**src/rtl/loader_pkg.sv**
```systemverilog
`default_nettype none
// ============================================================================
//  Module      : loader_pkg
//  Description : Shared definitions for the instruction-RAM byte-stream
//                loader: FSM state encoding and frame word geometry.
//  Revision    : 1.0 - initial release
// ============================================================================
package loader_pkg;

    // Bytes per RAM word; words arrive big-endian (high byte first).
    localparam int WORD_BYTES = 2;

    // Loader FSM state encoding (explicit 3-bit width).
    typedef logic [2:0] state_t;

    localparam state_t LEN_HI  = 3'd0;  // waiting for word-count high byte
    localparam state_t LEN_LO  = 3'd1;  // waiting for word-count low byte
    localparam state_t DATA_HI = 3'd2;  // waiting for data word high byte
    localparam state_t DATA_LO = 3'd3;  // waiting for data word low byte
    localparam state_t WRITE   = 3'd4;  // one-cycle RAM write strobe
    localparam state_t CSUM    = 3'd5;  // waiting for checksum byte
    localparam state_t DONE    = 3'd6;  // image loaded, processor released
    localparam state_t ERR     = 3'd7;  // frame rejected

endpackage : loader_pkg
`default_nettype wire

```
**src/rtl/loader_csum.sv**
```systemverilog
`default_nettype none
// ============================================================================
//  Module      : loader_csum
//  Description : 8-bit mod-256 running-sum accumulator over frame bytes.
//                o_is_zero reports whether the sum *including the byte
//                currently presented on i_byte* is zero, so the caller can
//                judge the checksum byte in the same cycle it is transferred.
//  Ports       : clk       - clock
//                rst       - synchronous active-high reset, clears the sum
//                i_add     - accumulate i_byte at this clock edge
//                i_byte    - byte being transferred
//                o_is_zero - (sum + i_byte) mod 256 == 0
//  Revision    : 1.0 - initial release
// ============================================================================
module loader_csum (
    input  logic       clk,
    input  logic       rst,
    input  logic       i_add,
    input  logic [7:0] i_byte,
    output logic       o_is_zero
);

    logic [7:0] r_sum;
    logic [7:0] w_sum_next;

    assign w_sum_next = r_sum + i_byte;
    assign o_is_zero  = (w_sum_next == 8'h00);

    always_ff @(posedge clk) begin
        if (rst) begin
            r_sum <= 8'h00;
        end else if (i_add) begin
            r_sum <= w_sum_next;
        end
    end

endmodule : loader_csum
`default_nettype wire

```
**src/rtl/ir_loader.sv**
```systemverilog
`default_nettype none
// ============================================================================
//  Module      : ir_loader
//  Description : Byte-stream program loader. Parses a frame of
//                {LEN_HI, LEN_LO, N x {DATA_HI, DATA_LO}, [CSUM]} and writes
//                the N big-endian 16-bit words into instruction RAM starting
//                at address 0. exec is raised only once a full frame has been
//                accepted; error is raised (sticky) when a frame is rejected.
//  Build option: LOADER_CHECKSUM_EN - adds a trailing checksum byte; the
//                mod-256 sum of all frame bytes must be zero.
//  Ports       : clock    - clock, all state changes on posedge
//                reset    - synchronous active-high reset
//                rx_data  - incoming byte
//                rx_valid - rx_data valid this cycle
//                rx_ready - loader accepts a byte this cycle
//                m_data   - RAM write data
//                m_addr   - RAM write address
//                m_wren   - RAM write enable, one-cycle pulse per word
//                busy     - frame in progress
//                exec     - processor run enable (DONE only)
//                error    - frame error (ERR only)
//  Revision    : 1.0 - initial release
// ============================================================================
module ir_loader
    import loader_pkg::*;
#(
    parameter int ADDR_W    = 12,
    parameter int MAX_WORDS = 4096
) (
    input  logic                    clock,
    input  logic                    reset,
    input  logic [7:0]              rx_data,
    input  logic                    rx_valid,
    output logic                    rx_ready,
    output logic [8*WORD_BYTES-1:0] m_data,
    output logic [ADDR_W-1:0]       m_addr,
    output logic                    m_wren,
    output logic                    busy,
    output logic                    exec,
    output logic                    error
);

    // Length limit widened by one bit so MAX_WORDS up to 65536 compares cleanly.
    localparam logic [16:0] c_max_words = 17'(MAX_WORDS);

    // State entered once the last word (or an empty length) has been handled.
`ifdef LOADER_CHECKSUM_EN
    localparam state_t c_after_frame = CSUM;
`else
    localparam state_t c_after_frame = DONE;
`endif

    state_t      r_state;
    state_t      w_next_state;

    logic        w_xfer;
    logic [7:0]  r_len_hi;
    logic [7:0]  r_data_hi;
    logic [15:0] r_len;
    logic [15:0] r_written;
    logic [15:0] w_written_inc;
    logic [15:0] w_len_rx;
    logic        w_len_too_big;
    logic        w_csum_ok;

    logic        w_rx_ready_d;
    logic        w_wren_d;
    logic        w_busy_d;
    logic        w_exec_d;
    logic        w_error_d;

    // A byte moves only when both sides agree; rx_ready is registered, so
    // rx_valid is naturally ignored in WRITE/DONE/ERR.
    assign w_xfer        = rx_valid & rx_ready;
    assign w_len_rx      = {r_len_hi, rx_data};
    assign w_len_too_big = ({1'b0, w_len_rx} > c_max_words);
    assign w_written_inc = r_written + 16'd1;

`ifdef LOADER_CHECKSUM_EN
    loader_csum u_csum (
        .clk       (clock),
        .rst       (reset),
        .i_add     (w_xfer),
        .i_byte    (rx_data),
        .o_is_zero (w_csum_ok)
    );
`else
    // CSUM is unreachable without the checksum option.
    assign w_csum_ok = 1'b1;
`endif

    // ------------------------------------------------------------------
    // State register (registered outputs follow the next state so that
    // every output is a flop and is valid for the whole state cycle).
    // ------------------------------------------------------------------
    always_ff @(posedge clock) begin
        if (reset) begin
            r_state  <= LEN_HI;
            rx_ready <= 1'b0;
            m_wren   <= 1'b0;
            busy     <= 1'b0;
            exec     <= 1'b0;
            error    <= 1'b0;
        end else begin
            r_state  <= w_next_state;
            rx_ready <= w_rx_ready_d;
            m_wren   <= w_wren_d;
            busy     <= w_busy_d;
            exec     <= w_exec_d;
            error    <= w_error_d;
        end
    end

    // ------------------------------------------------------------------
    // Next-state logic
    // ------------------------------------------------------------------
    always_comb begin
        w_next_state = r_state;
        case (r_state)
            LEN_HI: begin
                if (w_xfer) w_next_state = LEN_LO;
            end
            LEN_LO: begin
                if (w_xfer) begin
                    if (w_len_rx == 16'd0) begin
                        w_next_state = c_after_frame;
                    end else if (w_len_too_big) begin
                        w_next_state = ERR;
                    end else begin
                        w_next_state = DATA_HI;
                    end
                end
            end
            DATA_HI: begin
                if (w_xfer) w_next_state = DATA_LO;
            end
            DATA_LO: begin
                if (w_xfer) w_next_state = WRITE;
            end
            WRITE: begin
                // r_written counts words completed before this one.
                if (w_written_inc == r_len) begin
                    w_next_state = c_after_frame;
                end else begin
                    w_next_state = DATA_HI;
                end
            end
            CSUM: begin
                if (w_xfer) w_next_state = w_csum_ok ? DONE : ERR;
            end
            DONE:    w_next_state = DONE;
            ERR:     w_next_state = ERR;
            default: w_next_state = ERR;
        endcase
    end

    // ------------------------------------------------------------------
    // Output decode, evaluated on the next state and then registered.
    // ------------------------------------------------------------------
    always_comb begin
        w_rx_ready_d = 1'b0;
        w_wren_d     = 1'b0;
        w_busy_d     = 1'b0;
        w_exec_d     = 1'b0;
        w_error_d    = 1'b0;
        case (w_next_state)
            LEN_HI:  w_rx_ready_d = 1'b1;
            LEN_LO, DATA_HI, DATA_LO, CSUM: begin
                w_rx_ready_d = 1'b1;
                w_busy_d     = 1'b1;
            end
            WRITE: begin
                w_wren_d = 1'b1;
                w_busy_d = 1'b1;
            end
            DONE:    w_exec_d  = 1'b1;
            ERR:     w_error_d = 1'b1;
            default: w_error_d = 1'b1;
        endcase
    end

    // ------------------------------------------------------------------
    // Datapath: length capture, word assembly, address/word counters.
    // m_addr advances at the end of the WRITE cycle so it is stable while
    // m_wren is high; after the last word it equals N (mod 2**ADDR_W).
    // ------------------------------------------------------------------
    always_ff @(posedge clock) begin
        if (reset) begin
            r_len_hi  <= 8'h00;
            r_len     <= 16'd0;
            r_data_hi <= 8'h00;
            r_written <= 16'd0;
            m_data    <= '0;
            m_addr    <= '0;
        end else begin
            if (w_xfer && (r_state == LEN_HI)) begin
                r_len_hi <= rx_data;
            end
            if (w_xfer && (r_state == LEN_LO)) begin
                r_len <= w_len_rx;
            end
            if (w_xfer && (r_state == DATA_HI)) begin
                r_data_hi <= rx_data;
            end
            if (w_xfer && (r_state == DATA_LO)) begin
                m_data <= {r_data_hi, rx_data};
            end
            if (r_state == WRITE) begin
                m_addr    <= m_addr + ADDR_W'(1);
                r_written <= w_written_inc;
            end
        end
    end

endmodule : ir_loader
`default_nettype wire

```
**config.mk**
```make
export PLATFORM = sky130hd
export DESIGN_NAME = ir_loader
export DESIGN_NICKNAME = d
export VERILOG_FILES = /design/src/rtl/loader_pkg.sv /design/src/rtl/loader_csum.sv /design/src/rtl/ir_loader.sv
export SDC_FILE = /design/constraint.sdc
export NUM_CORES = 1
export LEC_CHECK = 0
export ABC_CLOCK_PERIOD_IN_PS = 4200
export CORE_UTILIZATION = 41
export DETAILED_ROUTE_END_ITERATION = 6
export SYNTH_ARGS = -nofsm -noshare
export SYNTH_HDL_FRONTEND = slang
export SYNTH_SLANG_ARGS = --single-unit
```
**constraint.sdc**
```tcl
create_clock -name clock -period 4.2 [get_ports clock]
set_input_delay 0.84 -clock clock [delete_from_list [all_inputs] [get_ports clock]]
set_output_delay 0.84 -clock clock [all_outputs]
set_load 0.02 [all_outputs]
```
==> impl_summary.md, run 1 <==
Yosys
The cell area after synthesis is between 3000 and 4000 µm². The sequential cell area fraction in the yosys report is 43.2%. Synthesis inferred 84 register bits.

In the synthesized netlist the async set-or-reset flop fraction comes to 0%. The warning count from the yosys run is 0. The number of synthesized flops with an enable pin is 0. Dividing the synthesized area by the synthesized cell count gives roughly 8.5 µm². The synthesized instance count is between 400 and 500. The prevailing post-synth register cell is dfxtp_1.

The number of nets in the synthesized netlist is roughly 470. The post-synthesis cell type count is 51.

STA
The actual transition at the worst max-transition pin is ~1.1 ns. The worst setup skew after layout is 0.0155 ns. The worst pin sits at a relative slew slack of a little over a quarter. After routing, the total negative slack on setup checks comes to 0 ns. In the post-route analysis, the smallest setup slack over all paths is between 1 and 1.5 ns. The final setup violation count is 0.

The max-slew violation total from the final report is 0. Dividing the final minimum period by the clock period gives between 60% and 70%. The final hold violation count was 0.

For this run, the top clock speed supported by timing is roughly 360 MHz. Setup repair after global routing left no endpoint under its margin. The final critical-path required period is 2.78 ns.

Place
The pre-CTS worst setup slack is just over 1 ns. The placed standard-cell area is 4360 µm². Port buffering added 43 buffers. The last weighted congestion value of the routability-driven placer is ~0.84. The wire-length estimate of the detail-placed layout is between 6 and 7 mm.

The number of placed instances, taps included, is 590.

Routing
The number of vias in the routed layout is around 3200. The first-pass iteration count of the detailed router is 4. For this run, design rule violations remaining after detail routing come to 0. Dividing the detail-routed wire length by the instance count gives between 10 and 15 µm. The final routed wirelength across all metal layers is slightly below 9 mm.

In this run, the number of DRC markers left after iteration 0 of detailed routing was between 100 and 150. The antenna violation net count after detailed routing is 0. After detailed routing, the number of vias per cell comes to approximately 5.3.

Power
VDD sags by at most approximately 0.15 mV. The total power density per cell area is approximately 340 nW/µm². Summed over all cells, the static leakage comes to 1.57 nW.

Overall power consumption after layout is estimated at about 1.6 mW.

Final layout
The layout overhead on the synthesized area is 17.7%. The area of all placed cells without fillers is 4580 µm². The top cell types in the final layout, fill and taps aside, are dfxtp_1, nand2_1, nor2_1. The final non-filler cell total is ~610. Cells with a size suffix above 1 make up 6.26% of the layout.

The library cell used most frequently in the layout, excluding fill and tap cells, is dfxtp_1. At the end of the flow, the number of nets in the layout was between 500 and 600. The number of antenna repair diodes is 0.

Worst setup path
The worst path required time is approximately 4.4 ns. Measured in cells, the most critical reg-to-reg path has a length of 7. The critical path class is in -> reg.

The nature of the critical path endpoint is a register. Of all nets on the critical path, the largest fanout is 16. The termination of the worst setup path is m_data[2].

The arrival time of the worst setup path is slightly below 3 ns. Tracing the worst setup path back leads to its startpoint at rx_valid. Setup slack on the worst reg-to-reg path comes out at 1.78 ns.

The startpoint identified for the worst register-to-register timing path is r_written[0]. The endpoint identified for the worst register-to-register timing path is busy. The startpoint type of the worst setup path is an input pin.

Global routing
The global-route wire length before repair is approximately 14 mm. The total routing usage reported by global routing is a little under a fifth. The number of global-route vias before repair was 2923. The total congestion overflow is 0. The initial antenna violation count was 0.

The largest net degree at the start of global routing is 61.

CTS
The tree is rooted in a clkbuf_8. The clock latency at the later pin of the worst-skew pair is 0.35 ns. The clock passes through at most 2 buffers.

The number of buffers inserted for hold repair after clock tree synthesis is 0. After clock tree synthesis, the setup repair step added 0 buffers. The CTS tree is built.

TritonCTS created 9 clock buffers. The quantity of gates resized following cts is 0. The number of sinks handled by clock tree synthesis is between 80 and 90. After clock tree synthesis, the clock-pin slew on the worst setup and hold paths is 0.10 ns.

The number of H-tree branching levels is 3.

Floorplan
The width of the chip is slightly below 100 µm. 44 I/O pins were placed. The die is a little under 100 µm tall.

The initial utilization of the core area, before any placement, comes to between 40% and 50%. The die area is a little under 10000 µm². The core outline area is roughly 9200 µm².

The floorplan has 35 rows.

Job
Across the run, the number of max-cap violations was 0.

Hold path
The tightest min-delay check is of the reg -> reg type.

Outcome
The flow ran to the end, and the final reports show no timing, DRC or antenna violations.
==> where the power goes <==
| part | leakage [nW] | internal (mW) | switching (mW) |
|---|---|---|---|
| registers | 0.678 | 0.806 | 0.0126 |
| logic | 0.788 | 0.0372 | 0.0605 |
| clock network | 0.109 | 0.343 | 0.305 |
| total | 1.57 | 1.19 | 0.378 |
==> synthesized netlist by cell type, types with 9 or more instances <==
| library cell | count | area, µm² |
|---|---|---|
| nand3_1 | 21 | 105 |
| o21ai_0 | 10 | 50.1 |
| dfxtp_1 | 84 | 1680 |
| mux2i_1 | 24 | 240 |
| clkbuf_1 | 15 | 56.3 |
| a21oi_1 | 39 | 195 |
| xor2_1 | 22 | 193 |
| xnor2_1 | 18 | 158 |
| nor2_1 | 59 | 221 |
| nand2_1 | 70 | 263 |
| buf_2 | 9 | 45.0 |
==> critical path, stage by stage <==
cell             delay, ns
clkdlybuf4s50_1       0.47
nand2_1               0.17
nor2_1                0.59
nand3_1               0.59
nand2_1               0.22
a21oi_1               0.08
==> metal layers <==
layer	global-route usage [%]	up-vias	wire (µm)
met2	30.1	58	4180
li1	-	1645	-
met3	3.37	12	301
met1	24.1	1490	4160
met5	0	-	0
met4	6.90	0	127
==> cell families (layout without fill, tap and decap cells) <==
| kind of cell | Yosys count | in the layout | synth area share (%) |
|---|---|---|---|
| AO/OA/AOI/OAI | 70 | 70 | 11.0 |
| XOR/XNOR | 40 | 40 | 9.00 |
| adder cells (fa/ha/maj) | 2 | 2 | 0.643 |
| buffers and inverters | 29 | 64 | 3.18 |
| flip-flops | 84 | 84 | 43.2 |
| multiplexers | 24 | 24 | 6.17 |
| AND/OR/NAND/NOR | 211 | 211 | 26.8 |
==> through the flow <==
| stage | hold slack [ns] | utilization [%] |
|---|---|---|
| after CTS | 0.457 | 49.8 |
| after detailed placement | 0.448 | 47.4 |
| after floorplan | 0.431 | - |
| after global placement | 0.443 | 47.4 |
| final | 0.454 | 49.8 |
| after global routing | 0.464 | 49.8 |
==> flip-flops by register name (all words and copies together) (netlist names), 3 cells and up <==
signal,flops
m_data,16
r_len,16
r_written,16
m_addr,12
r_data_hi,8
r_len_hi,8
r_state,3
==> area by class of cell <==
class	instances	area [µm²]
Clock buffer	10	128
Clock inverter	6	96.3
Fill cell	888	4610
Inverter	3	11.3
Multi-Input combinational cell	347	2090
Sequential cell	84	1680
Tap cell	111	139
Timing Repair Buffer	45	440
==> worst min path at each step <==
stage,start,end,slack [ns],depth (start not counted)
after floorplan,r_data_hi[2],m_data[10],0.43,2
after global placement,r_data_hi[2],m_data[10],0.44,2
after detailed placement,m_data[6],m_data[6],0.45,2
after CTS,r_data_hi[0],m_data[8],0.46,2
after global routing,r_data_hi[2],m_data[10],0.46,2
final,r_data_hi[0],m_data[8],0.45,2
(Power assumes the default switching activity.)
==> inputs of run 2 (changes only) <==
--- a/config.mk
+++ b/config.mk
@@ -5,7 +5,7 @@
 export SDC_FILE = /design/constraint.sdc
 export NUM_CORES = 1
 export LEC_CHECK = 0
-export ABC_CLOCK_PERIOD_IN_PS = 4200
+export ABC_CLOCK_PERIOD_IN_PS = 2800
 export CORE_UTILIZATION = 41
 export DETAILED_ROUTE_END_ITERATION = 6
 export SYNTH_ARGS = -nofsm -noshare
==> constraint.sdc (replaced) <==
create_clock -name clock -period 2.8 [get_ports clock]
set_input_delay 0.56 -clock clock [delete_from_list [all_inputs] [get_ports clock]]
set_output_delay 0.56 -clock clock [all_outputs]
set_load 0.02 [all_outputs]
==> impl_summary.md, run 2 (synthesis gave the netlist of run 1 again) <==
STA
Setup repair after global routing left no endpoint under its margin. The max-slew violation total from the final report is 0. The final hold violation count is 0. The relative slew slack is roughly three fifths. The summed negative setup slack over all endpoints is 0 ns. At the pin with the least slew margin, the transition time is slightly below 0.6 ns. Dividing the final minimum period by the clock period gives between 80 and 90%.

Timing would allow up to approximately 440 MHz. Setup violations remaining at the end of the flow were counted as 0. Clock skew on the completed layout was measured at about 0.0099 ns. The worst path needs roughly 2.3 ns of the cycle, external delays included.

Final layout
Leaving out fill and tap cells, the most frequent cells in the layout are dfxtp_1, nand2_1, nor2_1. The number of nets at the end of the flow is roughly 500. The total area of multi-input combinational cells is roughly 2100 µm². The most common cell after layout, fill and taps aside is dfxtp_1. Summing all flip-flop and latch instances after layout gives around 1700 µm². In the final layout, the registers with the most flip-flops are m_data (16), r_len (16), r_written (16). The number of inserted filler cells in the final layout is around 900.

The area of all placed cells without fillers is 4620 µm². Compared with the post-synthesis result, the final layout area differs by 18.7%. The number of antenna repair diodes is 0. The fraction of the core area covered by cells at the end of the flow is 50.2%. In the final layout, the share of cells above drive strength 1 is between 8 and 9%.

Worst setup path
The startpoint type of the worst setup path is a register. Walking the worst path, the cells encountered are ha_1 > nand3_1 > nor4_1 > xnor2_1 > nand2_1 > nor4_2 > a31oi_1. The kind of cell adding the most delay to the critical path is simple AND/OR/NAND/NOR gates. In this run the register-to-register setup slack is 0.53 ns. The worst-path maximum fanout is 6. The largest single stage delay on the critical path is 0.42 ns. The launching point of the worst reg2reg path is r_written[1].

The worst register-to-register path ends at busy. STA puts the critical path data required time at slightly above 3 ns. The critical path starts at r_written[1]. The worst setup path is of the reg -> reg kind. The worst setup path is captured at a register.

The termination of the worst setup path is busy. The critical path contains buffers and inverters numbering 0 combined. Among all stages on the critical path, the largest delay is contributed by nor4_1. The worst-case reg-to-reg path depth is 7.

Counting buffers and inverters, the worst setup path is 7 cells deep. The arrival time of the worst setup path is about 2.5 ns.

Global routing
The total routing usage reported by global routing is roughly 20%. The initial antenna violation count is 0. Global routing consumed, on the met2 layer, approximately 31% of the routing resources.

The first global-routing pass estimated around 15 mm of wire. The largest net degree at the start of global routing is 29. The layer flagged by global routing as most heavily used is met2. In the global route stage, met1 resource usage came out at between 20% and 30%.

The number of global-route vias before repair is about 3100. The total congestion overflow is 0. Global routing consumed, on the met3 layer, under 10% of the routing resources.

Floorplan
The initial core utilization is a little over two fifths. The die is between 90 and 100 µm tall. The total number of placement rows is 35. The die area is a little under 10000 µm².

The number of primary I/O pins is 44. The core outline area is approximately 9200 µm². The width of the chip is approximately 99 µm.

CTS
The clock drives 84 sinks. At the later pin of the worst-skew pair, clock insertion delay measures approximately 0.36 ns. In this run the number of H-tree levels came out at 3. The CTS tree is built. The number of buffers added by the clock tree synthesis step is 9.

The buffer levels on the longest clock path is 2. Buffers inserted to repair hold after CTS numbered 0. After clock tree synthesis, the clock-pin slew on the worst setup and hold paths is about 0.1 ns. The quantity of gates resized following cts is 0. In this run the clock root is driven by a clkbuf_8. The post-CTS setup repair buffer count is 0.

Power
The total power density per cell area is 482 nW/µm². The worst-case IR drop observed on VDD is between 0.2 and 0.25 mV. In this run the static leakage power is roughly 1.6 nW.

Routing
The per-cell routed wire length is 14.7 µm. Once detail routing completed, the nets flagged for antenna violations numbered 0. The first detailed-routing pass took 4 iterations. Wires add up to ~9 mm.

The number of design-rule violations left by the first detailed-router iteration is ~140. The number of vias in the routed layout is 3277. The via-per-instance ratio is roughly 5.3. The remaining design rule violation count is 0.

Place
The wire-length estimate of the detail-placed layout is roughly 6.5 mm. Port buffering added 43 buffers. The placed standard-cell area is between 4000 and 5000 µm². The last weighted congestion value of the routability-driven placer is ~0.85.

Job
Across the run, the number of max-cap violations was 0.

Outcome
The run finished with clean final reports.

Hold path
The startpoint identified for the worst hold timing path is r_data_hi[6]. The worst hold path belongs to the class reg -> reg.
[run 2: how the worst min path moves through the flow]
stage                       endpoint  slack (ns)  depth (start not counted)
after floorplan           m_data[10]        0.43                          2
after global placement    m_data[10]        0.44                          2
after detailed placement  m_data[10]        0.45                          2
after CTS                 m_data[10]        0.46                          2
after global routing      m_data[15]        0.48                          2
final                     m_data[14]        0.46                          2
[run 2: power by group]
| group | internal [mW] | switching (mW) | total, mW |
|---|---|---|---|
| clock network | 0.344 | 0.497 | 0.841 |
| logic | 0.0617 | 0.0936 | 0.155 |
| registers | 1.21 | 0.0193 | 1.23 |
| total | 1.62 | 0.610 | 2.23 |
[run 2: stage by stage]
stage	setup slack (ns)	power, mW	hold WS [ns]	instances
6_report	0.535	2.23	0.457	616
5_1_grt	0.247	2.32	0.485	616
4_1_cts	0.480	2.25	0.461	616
3_5_place_dp	0.240	1.41	0.446	600
3_3_place_gp	0.259	1.41	0.444	600
2_1_floorplan	0.901	1.35	0.431	460
[run 2: metal layers]
metal	up-vias	share of wire (%)
met5	-	0
met4	0	1.4
met3	13	3.3
met2	53	46
met1	1544	49
li1	1667	-
[run 2: cell type report]
cell class | instances | share of cell area, %
Tap cell | 111 | 3.01
Sequential cell | 84 | 36.4
Timing Repair Buffer | 55 | 11.2
Multi-Input combinational cell | 347 | 45.1
Inverter | 3 | 0.244
Clock inverter | 7 | 1.38
Clock buffer | 9 | 2.68
[run 2: worst reg2reg max path, delay by kind of cell, from the launching register on]
kind	cells	cell delay, ns
AND/OR/NAND/NOR	4	1.12
flip-flops	1	0.41
adder cells (fa/ha/maj)	1	0.30
XOR/XNOR	1	0.17
AO/OA/AOI/OAI	1	0.14
